$ cat config.mk
export PLATFORM = sky130hd
export DESIGN_NAME = bus_uart
export DESIGN_NICKNAME = d
export VERILOG_FILES = /design/src/rtl/bus_uart.sv
export SDC_FILE = /design/constraint.sdc
export NUM_CORES = 1
export LEC_CHECK = 0
export CORE_MARGIN = 2
export CORE_UTILIZATION = 40
export CTS_CLUSTER_SIZE = 8
export DETAILED_ROUTE_END_ITERATION = 8
export HOLD_SLACK_MARGIN = 0.08
export PLACE_DENSITY_LB_ADDON = 0.2
export SYNTH_ARGS = -nofsm -noshare
export SYNTH_HDL_FRONTEND = slang
export SYNTH_SLANG_ARGS = --single-unit
$ cat constraint.sdc
create_clock -name clock -period 5 [get_ports clock]
set_input_delay 0.75 -clock clock [delete_from_list [all_inputs] [get_ports clock]]
set_output_delay 0.75 -clock clock [all_outputs]
set_load 0.01 [all_outputs]
$ cat src/rtl/bus_uart.sv
// Memory-mapped 8N1 UART: 16-byte register window, TX FIFO with serialiser,
// RX deserialiser with a one-byte holding register and sticky error flags.
module bus_uart #(
    parameter logic [31:0] BASE_ADDR   = 32'h8000_0000,
    parameter int unsigned TX_DEPTH    = 4,
    parameter logic [15:0] DEFAULT_DIV = 16'd868
) (
    input  logic        clock,
    input  logic        reset,
    input  logic [31:0] bus_address,
    input  logic [31:0] bus_write_data,
    output logic [31:0] bus_read_data,
    input  logic        bus_write,
    input  logic        bus_read,
    output logic        tx,
    input  logic        rx
);

    localparam int unsigned AW = $clog2(TX_DEPTH);
    localparam int unsigned CW = $clog2(TX_DEPTH + 1);

    typedef enum logic [1:0] {TxIdle, TxStart, TxData, TxStop} tx_state_e;
    typedef enum logic [1:0] {RxIdle, RxStart, RxData, RxStop} rx_state_e;

    // ------------------------------------------------------------------
    // Bus decode
    // ------------------------------------------------------------------
    logic       sel;
    logic [1:0] idx;
    logic       data_wr, div_wr, data_rd, stat_rd;

    assign sel     = (bus_address[31:4] == BASE_ADDR[31:4]);
    assign idx     = bus_address[3:2];
    assign data_wr = sel && bus_write && (idx == 2'd0);
    assign div_wr  = sel && bus_write && (idx == 2'd2);
    assign data_rd = sel && bus_read && (idx == 2'd0);
    assign stat_rd = sel && bus_read && (idx == 2'd1);

    logic unused_bits;
    assign unused_bits = ^{bus_address[1:0], bus_write_data[31:16]};

    // ------------------------------------------------------------------
    // Divisor
    // ------------------------------------------------------------------
    logic [15:0] div_q;
    logic [15:0] eff_div;

    assign eff_div = (div_q == 16'd0) ? 16'd1 : div_q;

    always_ff @(posedge clock) begin
        if (reset) begin
            div_q <= DEFAULT_DIV;
        end else if (div_wr) begin
            div_q <= bus_write_data[15:0];
        end
    end

    // ------------------------------------------------------------------
    // TX FIFO
    // ------------------------------------------------------------------
    logic [7:0]    fifo_mem [TX_DEPTH];
    logic [AW-1:0] wr_ptr_q, rd_ptr_q;
    logic [CW-1:0] count_q;
    logic          tx_full, tx_empty, push, tx_pop;

    assign tx_full  = (count_q == CW'(TX_DEPTH));
    assign tx_empty = (count_q == '0);
    // Fullness is judged on the registered count, so a same-edge pop never frees a slot.
    assign push     = data_wr && !tx_full;

    always_ff @(posedge clock) begin
        if (push) begin
            fifo_mem[wr_ptr_q] <= bus_write_data[7:0];
        end
    end

    always_ff @(posedge clock) begin
        if (reset) begin
            wr_ptr_q <= '0;
            rd_ptr_q <= '0;
            count_q  <= '0;
        end else begin
            if (push) begin
                wr_ptr_q <= wr_ptr_q + AW'(1);
            end
            if (tx_pop) begin
                rd_ptr_q <= rd_ptr_q + AW'(1);
            end
            count_q <= count_q + CW'(push) - CW'(tx_pop);
        end
    end

    // ------------------------------------------------------------------
    // TX serialiser
    // ------------------------------------------------------------------
    tx_state_e   tx_state_q, tx_state_d;
    logic [15:0] tx_cnt_q, tx_cnt_d;
    logic [2:0]  tx_bit_q, tx_bit_d;
    logic [7:0]  tx_shift_q, tx_shift_d;
    logic        tx_q, tx_d;
    logic        tx_busy;

    assign tx_busy = (tx_state_q != TxIdle);
    assign tx      = tx_q;

    always_comb begin
        tx_state_d = tx_state_q;
        tx_cnt_d   = tx_cnt_q;
        tx_bit_d   = tx_bit_q;
        tx_shift_d = tx_shift_q;
        tx_pop     = 1'b0;
        unique case (tx_state_q)
            TxIdle: begin
                if (!tx_empty) begin
                    tx_pop     = 1'b1;
                    tx_shift_d = fifo_mem[rd_ptr_q];
                    tx_cnt_d   = eff_div - 16'd1;
                    tx_state_d = TxStart;
                end
            end
            TxStart: begin
                if (tx_cnt_q == 16'd0) begin
                    tx_cnt_d   = eff_div - 16'd1;
                    tx_bit_d   = 3'd0;
                    tx_state_d = TxData;
                end else begin
                    tx_cnt_d = tx_cnt_q - 16'd1;
                end
            end
            TxData: begin
                if (tx_cnt_q == 16'd0) begin
                    tx_cnt_d   = eff_div - 16'd1;
                    tx_shift_d = {1'b0, tx_shift_q[7:1]};
                    if (tx_bit_q == 3'd7) begin
                        tx_state_d = TxStop;
                    end else begin
                        tx_bit_d = tx_bit_q + 3'd1;
                    end
                end else begin
                    tx_cnt_d = tx_cnt_q - 16'd1;
                end
            end
            TxStop: begin
                if (tx_cnt_q == 16'd0) begin
                    // Chain straight into the next frame when data is waiting.
                    if (!tx_empty) begin
                        tx_pop     = 1'b1;
                        tx_shift_d = fifo_mem[rd_ptr_q];
                        tx_cnt_d   = eff_div - 16'd1;
                        tx_state_d = TxStart;
                    end else begin
                        tx_state_d = TxIdle;
                    end
                end else begin
                    tx_cnt_d = tx_cnt_q - 16'd1;
                end
            end
        endcase

        unique case (tx_state_d)
            TxStart: tx_d = 1'b0;
            TxData:  tx_d = tx_shift_d[0];
            default: tx_d = 1'b1;
        endcase
    end

    always_ff @(posedge clock) begin
        if (reset) begin
            tx_state_q <= TxIdle;
            tx_cnt_q   <= '0;
            tx_bit_q   <= '0;
            tx_shift_q <= '0;
            tx_q       <= 1'b1;
        end else begin
            tx_state_q <= tx_state_d;
            tx_cnt_q   <= tx_cnt_d;
            tx_bit_q   <= tx_bit_d;
            tx_shift_q <= tx_shift_d;
            tx_q       <= tx_d;
        end
    end

    // ------------------------------------------------------------------
    // RX synchroniser and deserialiser
    // ------------------------------------------------------------------
    logic        rx_meta_q, rx_sync_q, rx_prev_q;
    logic        rx_s, rx_fall;
    rx_state_e   rx_state_q, rx_state_d;
    logic [15:0] rx_cnt_q, rx_cnt_d;
    logic [2:0]  rx_bit_q, rx_bit_d;
    logic [7:0]  rx_shift_q, rx_shift_d;
    logic [15:0] rx_half, rx_start_cnt;
    logic        rx_stop_ok, rx_stop_err;

    assign rx_s         = rx_sync_q;
    assign rx_fall      = rx_prev_q && !rx_sync_q;
    assign rx_half      = {1'b0, eff_div[15:1]};
    // Counter reaches zero on the cycle the sample is taken, so preload one less.
    assign rx_start_cnt = (rx_half == 16'd0) ? 16'd0 : rx_half - 16'd1;

    always_comb begin
        rx_state_d  = rx_state_q;
        rx_cnt_d    = rx_cnt_q;
        rx_bit_d    = rx_bit_q;
        rx_shift_d  = rx_shift_q;
        rx_stop_ok  = 1'b0;
        rx_stop_err = 1'b0;
        unique case (rx_state_q)
            RxIdle: begin
                if (rx_fall) begin
                    rx_cnt_d   = rx_start_cnt;
                    rx_state_d = RxStart;
                end
            end
            RxStart: begin
                if (rx_cnt_q == 16'd0) begin
                    if (rx_s) begin
                        rx_state_d = RxIdle;
                    end else begin
                        rx_cnt_d   = eff_div - 16'd1;
                        rx_bit_d   = 3'd0;
                        rx_state_d = RxData;
                    end
                end else begin
                    rx_cnt_d = rx_cnt_q - 16'd1;
                end
            end
            RxData: begin
                if (rx_cnt_q == 16'd0) begin
                    rx_cnt_d   = eff_div - 16'd1;
                    rx_shift_d = {rx_s, rx_shift_q[7:1]};
                    if (rx_bit_q == 3'd7) begin
                        rx_state_d = RxStop;
                    end else begin
                        rx_bit_d = rx_bit_q + 3'd1;
                    end
                end else begin
                    rx_cnt_d = rx_cnt_q - 16'd1;
                end
            end
            RxStop: begin
                if (rx_cnt_q == 16'd0) begin
                    rx_stop_ok  = rx_s;
                    rx_stop_err = !rx_s;
                    rx_state_d  = RxIdle;
                end else begin
                    rx_cnt_d = rx_cnt_q - 16'd1;
                end
            end
        endcase
    end

    always_ff @(posedge clock) begin
        if (reset) begin
            rx_meta_q  <= 1'b1;
            rx_sync_q  <= 1'b1;
            rx_prev_q  <= 1'b1;
            rx_state_q <= RxIdle;
            rx_cnt_q   <= '0;
            rx_bit_q   <= '0;
            rx_shift_q <= '0;
        end else begin
            rx_meta_q  <= rx;
            rx_sync_q  <= rx_meta_q;
            rx_prev_q  <= rx_sync_q;
            rx_state_q <= rx_state_d;
            rx_cnt_q   <= rx_cnt_d;
            rx_bit_q   <= rx_bit_d;
            rx_shift_q <= rx_shift_d;
        end
    end

    // ------------------------------------------------------------------
    // RX holding register and flags
    // ------------------------------------------------------------------
    logic [7:0] rx_byte_q;
    logic       rx_valid_q, rx_overrun_q, rx_frame_err_q;
    logic       rx_load, rx_ovr_set;

    // A DATA read in the same cycle frees the holding register for the new byte.
    assign rx_load    = rx_stop_ok && (!rx_valid_q || data_rd);
    assign rx_ovr_set = rx_stop_ok && rx_valid_q && !data_rd;

    always_ff @(posedge clock) begin
        if (reset) begin
            rx_byte_q      <= '0;
            rx_valid_q     <= 1'b0;
            rx_overrun_q   <= 1'b0;
            rx_frame_err_q <= 1'b0;
        end else begin
            if (rx_load) begin
                rx_byte_q  <= rx_shift_q;
                rx_valid_q <= 1'b1;
            end else if (data_rd) begin
                rx_valid_q <= 1'b0;
            end
            if (rx_ovr_set) begin
                rx_overrun_q <= 1'b1;
            end else if (stat_rd) begin
                rx_overrun_q <= 1'b0;
            end
            if (rx_stop_err) begin
                rx_frame_err_q <= 1'b1;
            end else if (stat_rd) begin
                rx_frame_err_q <= 1'b0;
            end
        end
    end

    // ------------------------------------------------------------------
    // Read data
    // ------------------------------------------------------------------
    logic [31:0] status;

    assign status = {19'd0, 5'(count_q), 2'd0, rx_frame_err_q, rx_overrun_q, rx_valid_q,
                     tx_busy, tx_empty, tx_full};

    always_comb begin
        bus_read_data = '0;
        if (sel && bus_read) begin
            unique case (idx)
                2'd0:    bus_read_data = {23'd0, rx_valid_q, rx_byte_q};
                2'd1:    bus_read_data = status;
                2'd2:    bus_read_data = {16'd0, div_q};
                default: bus_read_data = '0;
            endcase
        end
    end

endmodule

# Word level (Yosys, flattened, before mapping)
# Memory sizes are Yosys's and may differ from the RTL's. A register that Yosys moved wholly into a read port is not among the register bits.
# Cells that the tools add are included.
# word_totals
reg_bits,96
in_bits,69
mem_bits_rw,32
mem_count,1
# mem_list
memory,depth,word_bits,rd,rd_ports_with_merged_regs,wr,line_no,rtl
fifo_mem,4,8,1,1,1,61,logic [7:0] fifo_mem [TX_DEPTH];
# classes
n_reduce_logical,38
n_addsub,10
eq_ne,27
n_mux,58
# op_table
cell,n
$mux W16,11
$pmux W16 S3,2
$logic_not A16 Y1,4
$pmux W16 S4,1
$sub A16 B1 Y16 const B,3
$eq A28 B28 Y1 const B,1
$mux W2,13
$mux W8,3
$ne A2 B2 Y1 const B,12
$pmux W8 S3,1
$mux W3,7
$pmux W2 S4,2
$sub A15 B1 Y16 const B,1
$mux W1,14
$eq A2 B2 Y1 const B,6
$pmux W3 S2,2
$reduce_bool A2 Y1,6
$logic_and A1 B1 Y1,11
$reduce_and A5 Y1,2
$eq A3 B3 Y1 const B,3
$eq A2 B1 Y1 const B,4
$add A3 B1 Y3 const B,2
$logic_not A2 Y1,3
$reduce_and A3 Y1,2
12 further kinds,17

# Longest topological paths before layout
# Gate-level depths: netlist of run 1.
# logic_depth
word_depth,6
depth_mapped,14

# Least setup slack after synthesis of run 1
# OpenSTA, ideal clock, no wires.
# synth_path
path_type,in2reg
startpoint,in bus_address[13]
endpoint,reg count_q[2]
cell_stages,13
arrival_time_ps,3470
n_path_buf,0
required_ps,4872
setup_ps,128
path_slack_ps,1402
cell_sequence,nor4b_1 -> and4_1 -> nand3_1 -> a2111oi_1 -> inv_1 -> ha_1 -> inv_1 -> ha_1 -> inv_1 -> fa_1 -> xor2_1 -> xnor2_1 -> nor2_1
# synth_between
elab_chain_len,6
# synth_rtl
item,line_no,rtl
from (decl),10,"input logic [31:0] bus_address,"
$eq A28 B28 Y1,32,assign sel = (bus_address[31:4] == BASE_ADDR[31:4]);
$logic_and A1 B1 Y1 (2 in a row),34,assign data_wr = sel && bus_write && (idx == 2'd0);
$logic_and A1 B1 Y1,69,assign push = data_wr && !tx_full;
$add A3 B1 Y3,89,count_q <= count_q + CW'(push) - CW'(tx_pop);
$sub A3 B1 Y3,89,
to (signal assigned),89,
to (decl),63,logic [CW-1:0] count_q;
# No other way between the ends.
# A chain may end at the register's enable or synchronous reset.

# Worst setup path in the final report of run 1
# layout_path
startpoint,in bus_address[13]
endpoint,out bus_read_data[14]
# layout_between
elab_chain_len,3
# layout_rtl
item,line_no,rtl
$eq A28 B28 Y1,32,
$logic_and A1 B1 Y1,320,if (sel && bus_read) begin
$mux W16,320,
to (decl),12,"output logic [31:0] bus_read_data,"
# No other way between the ends.

==> results of run 1 <==
[layer usage]
metal | vias up | GRT usage, % | routed length, um
met5 | - | 0 | 0
met4 | 0 | 8.050 | 420
met3 | 27 | 3.532 | 1096
met2 | 232 | 33.33 | 9531
met1 | 3219 | 27.50 | 9492
li1 | 3305 | - | -
[state kept, by name, indices dropped and copies added, names as in the netlist, 2 cells and up, named ones only]
register	cells
tx_shift_q	8
tx_state_q	2
rx_bit_q	3
rx_shift_q	8
count_q	3
wr_ptr_q	2
fifo_mem	32
tx_bit_q	3
rd_ptr_q	2
rx_byte_q	8
rx_cnt_q	16
div_q	16
tx_cnt_q	16
[power breakdown]
part | leakage (nW) | internal (mW) | switching (mW) | total [mW]
sequential | 1.08 | 1.10 | 0.0406 | 1.15
combinational | 1.84 | 0.219 | 0.318 | 0.538
clock | 0.279 | 0.657 | 0.549 | 1.21
total | 3.20 | 1.98 | 0.908 | 2.89
[per-stage QoR]
| stage | hold WS [ps] | utilization, % | power (mW) | instances | area, sq um |
|---|---|---|---|---|---|
| floorplan | 389.5 | - | 1.555 | 904 | 7875 |
| global placement | 391.1 | 44.54 | 1.693 | 1173 | 8612 |
| detailed placement | 393.7 | 44.54 | 1.694 | 1173 | 8612 |
| CTS | 409.2 | 47.47 | 2.893 | 1205 | 9178 |
| global route | 430.6 | 47.47 | 3.007 | 1205 | 9178 |
| finish | 407.5 | 47.47 | 2.889 | 1205 | 9178 |
[cell usage after synthesis, types with 9 or more instances]
library cell | instances | share of area, %
nand3_1 | 15 | 0.96
ha_1 | 26 | 4.2
xor2_1 | 18 | 2.0
a21oi_1 | 50 | 3.2
nor2_1 | 109 | 5.2
a211oi_1 | 20 | 1.9
nor4_1 | 21 | 1.7
nand2b_1 | 9 | 0.72
o21ai_0 | 32 | 2.0
nand2_1 | 51 | 2.4
or3_1 | 13 | 1.0
mux2i_1 | 36 | 4.6
xnor2_1 | 30 | 3.4
a22oi_1 | 14 | 1.3
inv_1 | 25 | 1.2
nor3_1 | 35 | 2.2
dfxtp_1 | 98 | 25
nor2b_1 | 9 | 0.72
and2_1 | 10 | 0.80
or4_1 | 9 | 0.86
clkbuf_1 | 49 | 2.4
buf_4 | 19 | 1.8
a31oi_1 | 11 | 0.88
edfxtp_1 | 32 | 12
[how the worst max path moves through the flow]
stage | start | to | slack [ps] | cells past startpoint
floorplan | bus_address[13] | count_q[2] | 1400 | 13
global placement | bus_address[13] | bus_read_data[14] | 970 | 8
detailed placement | bus_address[13] | bus_read_data[14] | 980 | 8
CTS | bus_address[13] | bus_read_data[14] | 960 | 8
global route | bus_address[13] | bus_read_data[14] | 700 | 8
finish | bus_address[13] | bus_read_data[14] | 980 | 8
[cell families after synthesis]
logic type	Yosys count	synth area share, %
adders and majority gates	27	4.417
muxes	45	7.057
other	1	0.04796
DFF	130	37.38
AOI/OAI and AO/OA	211	18.47
buffers and inverters	105	6.209
and+or+nand+nor	322	21.04
xor gates and xnor gates	48	5.377
[cell type report]
type                       count  area share (%)
clock inverter                15           1.527
multi-input combinational    669           48.75
inverter                      26           1.063
timing repair buffer          83           8.562
tap                          265           3.613
sequential                   130           31.85
clock buffer                  17           4.635
==> run_results.csv, run 1 <==
group,metric,value,unit
timing,slew_headroom,34.90,%
global_routing,first_global_vias,6365,
route,routed_via_density,5.629,
setup_path,cp.required,4250,ps
final_layout,seqCellArea,2923,sq um
final_layout,syn2layout_area_growth,17.38,%
route,num_vias,6783,
route,postRouteAntennaNets,0,
floorplan,fp.dieW,143.8,um
timing,finalHoldViolations,0,
cts,ctsRootBufferMaster,"clkbuf_16",
global_routing,grt_pass1_wl,33310,um
outcome,status,"finished, final reports clean",
global_routing,grt_max_degree,60,
cts,cts_buffer_depth,2,
setup_path,crit_family,"simple AND/OR/NAND/NOR gates",
cts,ctsHoldBuffers,0,
cts,numCtsBuffers,17,
timing,final_max_slew_viol_count,0,
setup_path,cpPeakStageDelay,530,ps
hold_path,hold_class,"flip-flop to flip-flop",
yosys,synth_edf_count,32,
setup_path,startpoint_type,"input pin",
power,peakVddDrop,0.1965,mV
hold_path,min_to,"rx_s",
floorplan,core,19330,sq um
global_routing,grt_overflow,0,
power,power.density,314.8,nW/um^2
setup_path,reg2reg_setup_slack,1270,ps
cts,cts_resized,0,
setup_path,r2r-end,"count_q[2]",
setup_path,cp_cell_sequence,"clkdlybuf4s50_1 -> nor4b_1 -> and4_1 -> nand3_1 -> buf_4 -> nor3b_1 -> and2_1 -> clkdlybuf4s50_1",
setup_path,crit_arrival,3270,ps
final_layout,drive_gt1_share,8.936,%
cts,cts_tree,"built",
floorplan,dieArea,20680,sq um
final_layout,final_cell_mix,"nor2_1, dfxtp_1, clkdlybuf4s50_1",
yosys,synth_seq_cells,130,
timing,fin_ws,983.4,ps
final_layout,multi_input_area,4474,sq um
final_layout,diodes,0,
yosys,avgSynthCellArea,8.795,sq um
floorplan,dieHeight,143.8,um
cts,clk_pin_slew,60,ps
hold_path,worstHoldStart,"rx_meta_q",
final_layout,fillers,1822,
route,drt_iter0_markers,617,
setup_path,ff2ff_path_depth,14,
yosys,synthArstFlopShare,0,%
power,leakagePower,3.198,nW
final_layout,nets,1023,
place,hpwlAfterDp,14330,um
route,first_pass_iters,5,
yosys,syn_area,7819,sq um
flow_run,maxCapViolCount,0,
route,drc_errors,0,
route,routed_wl,20540,um
cts,cts_num_sinks,130,
place,globalplace.congestion,0.8744,
timing,setup_viol,0,
place,port_buffers,67,
global_routing,grt_antenna_before_repair,0,
cts,htreeDepth,4,
setup_path,cp_slowest_cell,"clkdlybuf4s50_1",
timing,fin_crit,4017,ps
floorplan,initial_core_util,40.44,%
setup_path,critPathMaxFanout,15,
yosys,ys_types,82,
setup_path,crit_path_frequent_cell,"clkdlybuf4s50_1",
setup_path,r2r_start,"tx_cnt_q[0]",
yosys,synthCells,889,
route,wl_per_cell,17.05,um
timing,rsz0062_at_grt,"no",
yosys,synthFlopType,"dfxtp_1",
hold_path,holdPathStages,1,
place,pre_cts_ws,981.3,ps
timing,tightest_slew,975.4,ps
floorplan,ios,102,
yosys,yosys_warnings,0,
cts,clkLatencyLatePin,440,ps
floorplan,rows,51,
final_layout,layout_commonest_cell,"nor2_1",
timing,fmax,0.2490,GHz
timing,period_share,80.33,%
setup_path,path_buf_inv,3,
timing,skew,6.994,ps
cts,cts_setup_buffers,0,
setup_path,end_kind,"output port",
timing,finalSetupTns,0,ps
global_routing,groute.usage.overall,20.61,%
yosys,seq_area_frac_synth,37.38,%
setup_path,crit_type,"input pin to output port",
Power figures use the tool's default switching activity.
==> run 2: changes to the inputs <==
- clock period: 5 -> 3.23 ns (I/O delays scaled with it)
==> run_results.csv, run 2 (synthesis gave the netlist of run 1 again) <==
group,metric,value,unit
outcome,status,"finished, final reports clean",
floorplan,core,19330,sq um
flow_run,maxCapViolCount,0,
global_routing,first_global_vias,6374,
power,seqPwrFrac,38.2,%
power,swShare,32.16,%
power,cellInternalPower,3.140,mW
final_layout,seqCellArea,2924,sq um
floorplan,dieArea,20680,sq um
final_layout,largest_reg_flops,32,
cts,cts_buffer_depth,2,
global_routing,grt_overflow,0,
route,drt_iter0_markers,486,
route,postRouteAntennaNets,0,
final_layout,final_cell_mix,"nor2_1, dfxtp_1, buf_4",
global_routing,grt_max_degree,59,
timing,slew_headroom,48.30,%
cts,cts_tree,"built",
timing,finalHoldViolations,0,
power,comb_power_share,19.3,%
global_routing,grt_antenna_before_repair,0,
setup_path,cp_cell_sequence,"or4_1 -> or4_1 -> nand2b_1 -> inv_1 -> ha_1 -> or4b_2 -> nor3_1 -> xnor2_1 -> buf_4 -> a2111oi_2 -> a22o_1",
timing,setup_viol,0,
floorplan,initial_core_util,40.44,%
global_routing,groute.usage.overall,21.02,%
setup_path,crit_type,"flip-flop to flip-flop",
final_layout,syn2layout_area_growth,24.95,%
cts,clk_pin_slew,70,ps
floorplan,dieHeight,143.8,um
floorplan,fp.dieW,143.8,um
setup_path,cpPeakStageDelay,620,ps
route,first_pass_iters,5,
place,globalplace.congestion,0.8570,
power,p_sw,1.489,mW
hold_path,hold_class,"flip-flop to flip-flop",
power,fin_total_pwr,4.628,mW
power,peakVddDrop,0.3687,mV
cts,htreeDepth,4,
route,routed_via_density,5.507,
cts,clkLatencyLatePin,430,ps
floorplan,rows,51,
setup_path,startpoint_type,"flip-flop",
place,port_buffers,67,
power,leakagePower,3.599,nW
cts,ctsRootBufferMaster,"clkbuf_16",
timing,fin_crit,3125,ps
final_layout,diodes,0,
power,power.density,473.8,nW/um^2
place,hpwlAfterDp,15390,um
final_layout,regMostFlops,"fifo_mem",
final_layout,drive_gt1_share,15.66,%
timing,rsz0062_at_grt,"yes",
route,wl_per_cell,16.95,um
timing,fmax,0.3200,GHz
cts,cts_num_sinks,130,
power,clkPwrFrac,42.5,%
final_layout,post-route-cell-area,9769,sq um
place,dpl-instance-area,9041,sq um
route,drc_errors,0,
route,routed_wl,21370,um
timing,tightest_slew,771.8,ps
route,num_vias,6944,
final_layout,fillers,1782,
final_layout,layout_commonest_cell,"nor2_1",
timing,skew,10.82,ps
place,dp_cells,1226,
timing,final_max_slew_viol_count,0,
setup_path,crit_arrival,3500,ps
cts,numCtsBuffers,17,
setup_path,end_kind,"flip-flop",
timing,period_share,96.76,%
final_layout,multi_input_area,4574,sq um
final_layout,stdcell_count,1261,
final_layout,nets,1079,
floorplan,ios,102,
setup_path,crit_path_frequent_cell,"or4_1",
setup_path,cp.required,3600,ps
setup_path,cp_slowest_cell,"or4_1",
setup_path,critPathMaxFanout,5,
global_routing,grt_pass1_wl,34000,um
==> run 2: cell types whose count changed in the layout (fill, tap and decap cells not counted), sizes merged <==
cell / delta
dlymetal6s2s: +5
buf: +56
clkdlybuf4s50: -5
==> run 2: area by class of cell <==
cell class	count	share of cell area, %
Timing Repair Buffer	139	12.60
Multi-Input combinational cell	669	46.82
Clock inverter	15	1.895
Tap cell	265	3.394
Clock buffer	17	4.355
Sequential cell	130	29.93
Inverter	26	0.9990
==> run 2: path summary, 6_finish.rpt <==
path / start / end / slack [ps] / depth (start not counted)
max reg2reg: div_q[13] / tx_cnt_q[10] / 100 / 11
min: rx_meta_q / rx_s / 410 / 1
min reg2reg: rx_meta_q / rx_s / 410 / 1
max: div_q[13] / tx_cnt_q[10] / 100 / 11
==> run 2: what timing repair did <==
item                                    CTS  global route
endpoints found under the hold margin     0             0
setup buffers                             0             3
hold buffers                              0             0
resized for setup                         1            22
pin swaps                                 1            10
endpoints found under the setup margin    5            11
cloned                                    0             0
==> run 2: power by group through the flow <==
stage	Sequential [mW]	Clock, mW	Combinational (mW)
5_1_grt	1.77	2.06	0.979
2_1_floorplan	1.78	0	0.628
4_1_cts	1.77	2.00	0.876
6_report	1.77	1.97	0.892
3_3_place_gp	1.80	0	0.869
3_5_place_dp	1.80	0	0.872
==> run 2: metal layers <==
metal  track usage, %  part of all wire (%)  vias to the layer above
li1                 -                     -                     3414
met1            29.66                    47                     3305
met2            32.58                    46                      190
met3            3.466                   4.3                       35
met4            7.276                   2.3                        0
met5                0                     0                        -
==> run 2: through the flow <==
stage,TNS [ps],hold slack [ps],util (%),setup slack (ps)
6_report,0,411.8,50.53,104.7
4_1_cts,0,417.2,49.95,67.07
3_5_place_dp,-360.1,397.2,46.76,-284.5
5_1_grt,-41.78,423.9,50.53,-41.78
3_3_place_gp,-326.0,398.5,46.76,-266.5
2_1_floorplan,0,389.5,-,15.66
==> run 2: critical path: cells and delay by family, from the launching register on <==
family | cells | cell delay [ps]
simple gates | 5 | 1620
compound gates | 2 | 570
flops | 1 | 310
buf+inv | 2 | 230
fa+ha+maj | 1 | 210
xor+xnor | 1 | 120
==> run 3: changes to the inputs <==
- SLEW_MARGIN: not set -> 15
==> results of run 3 <==
Final layout, timing and power as in run 2 (identical DEF).
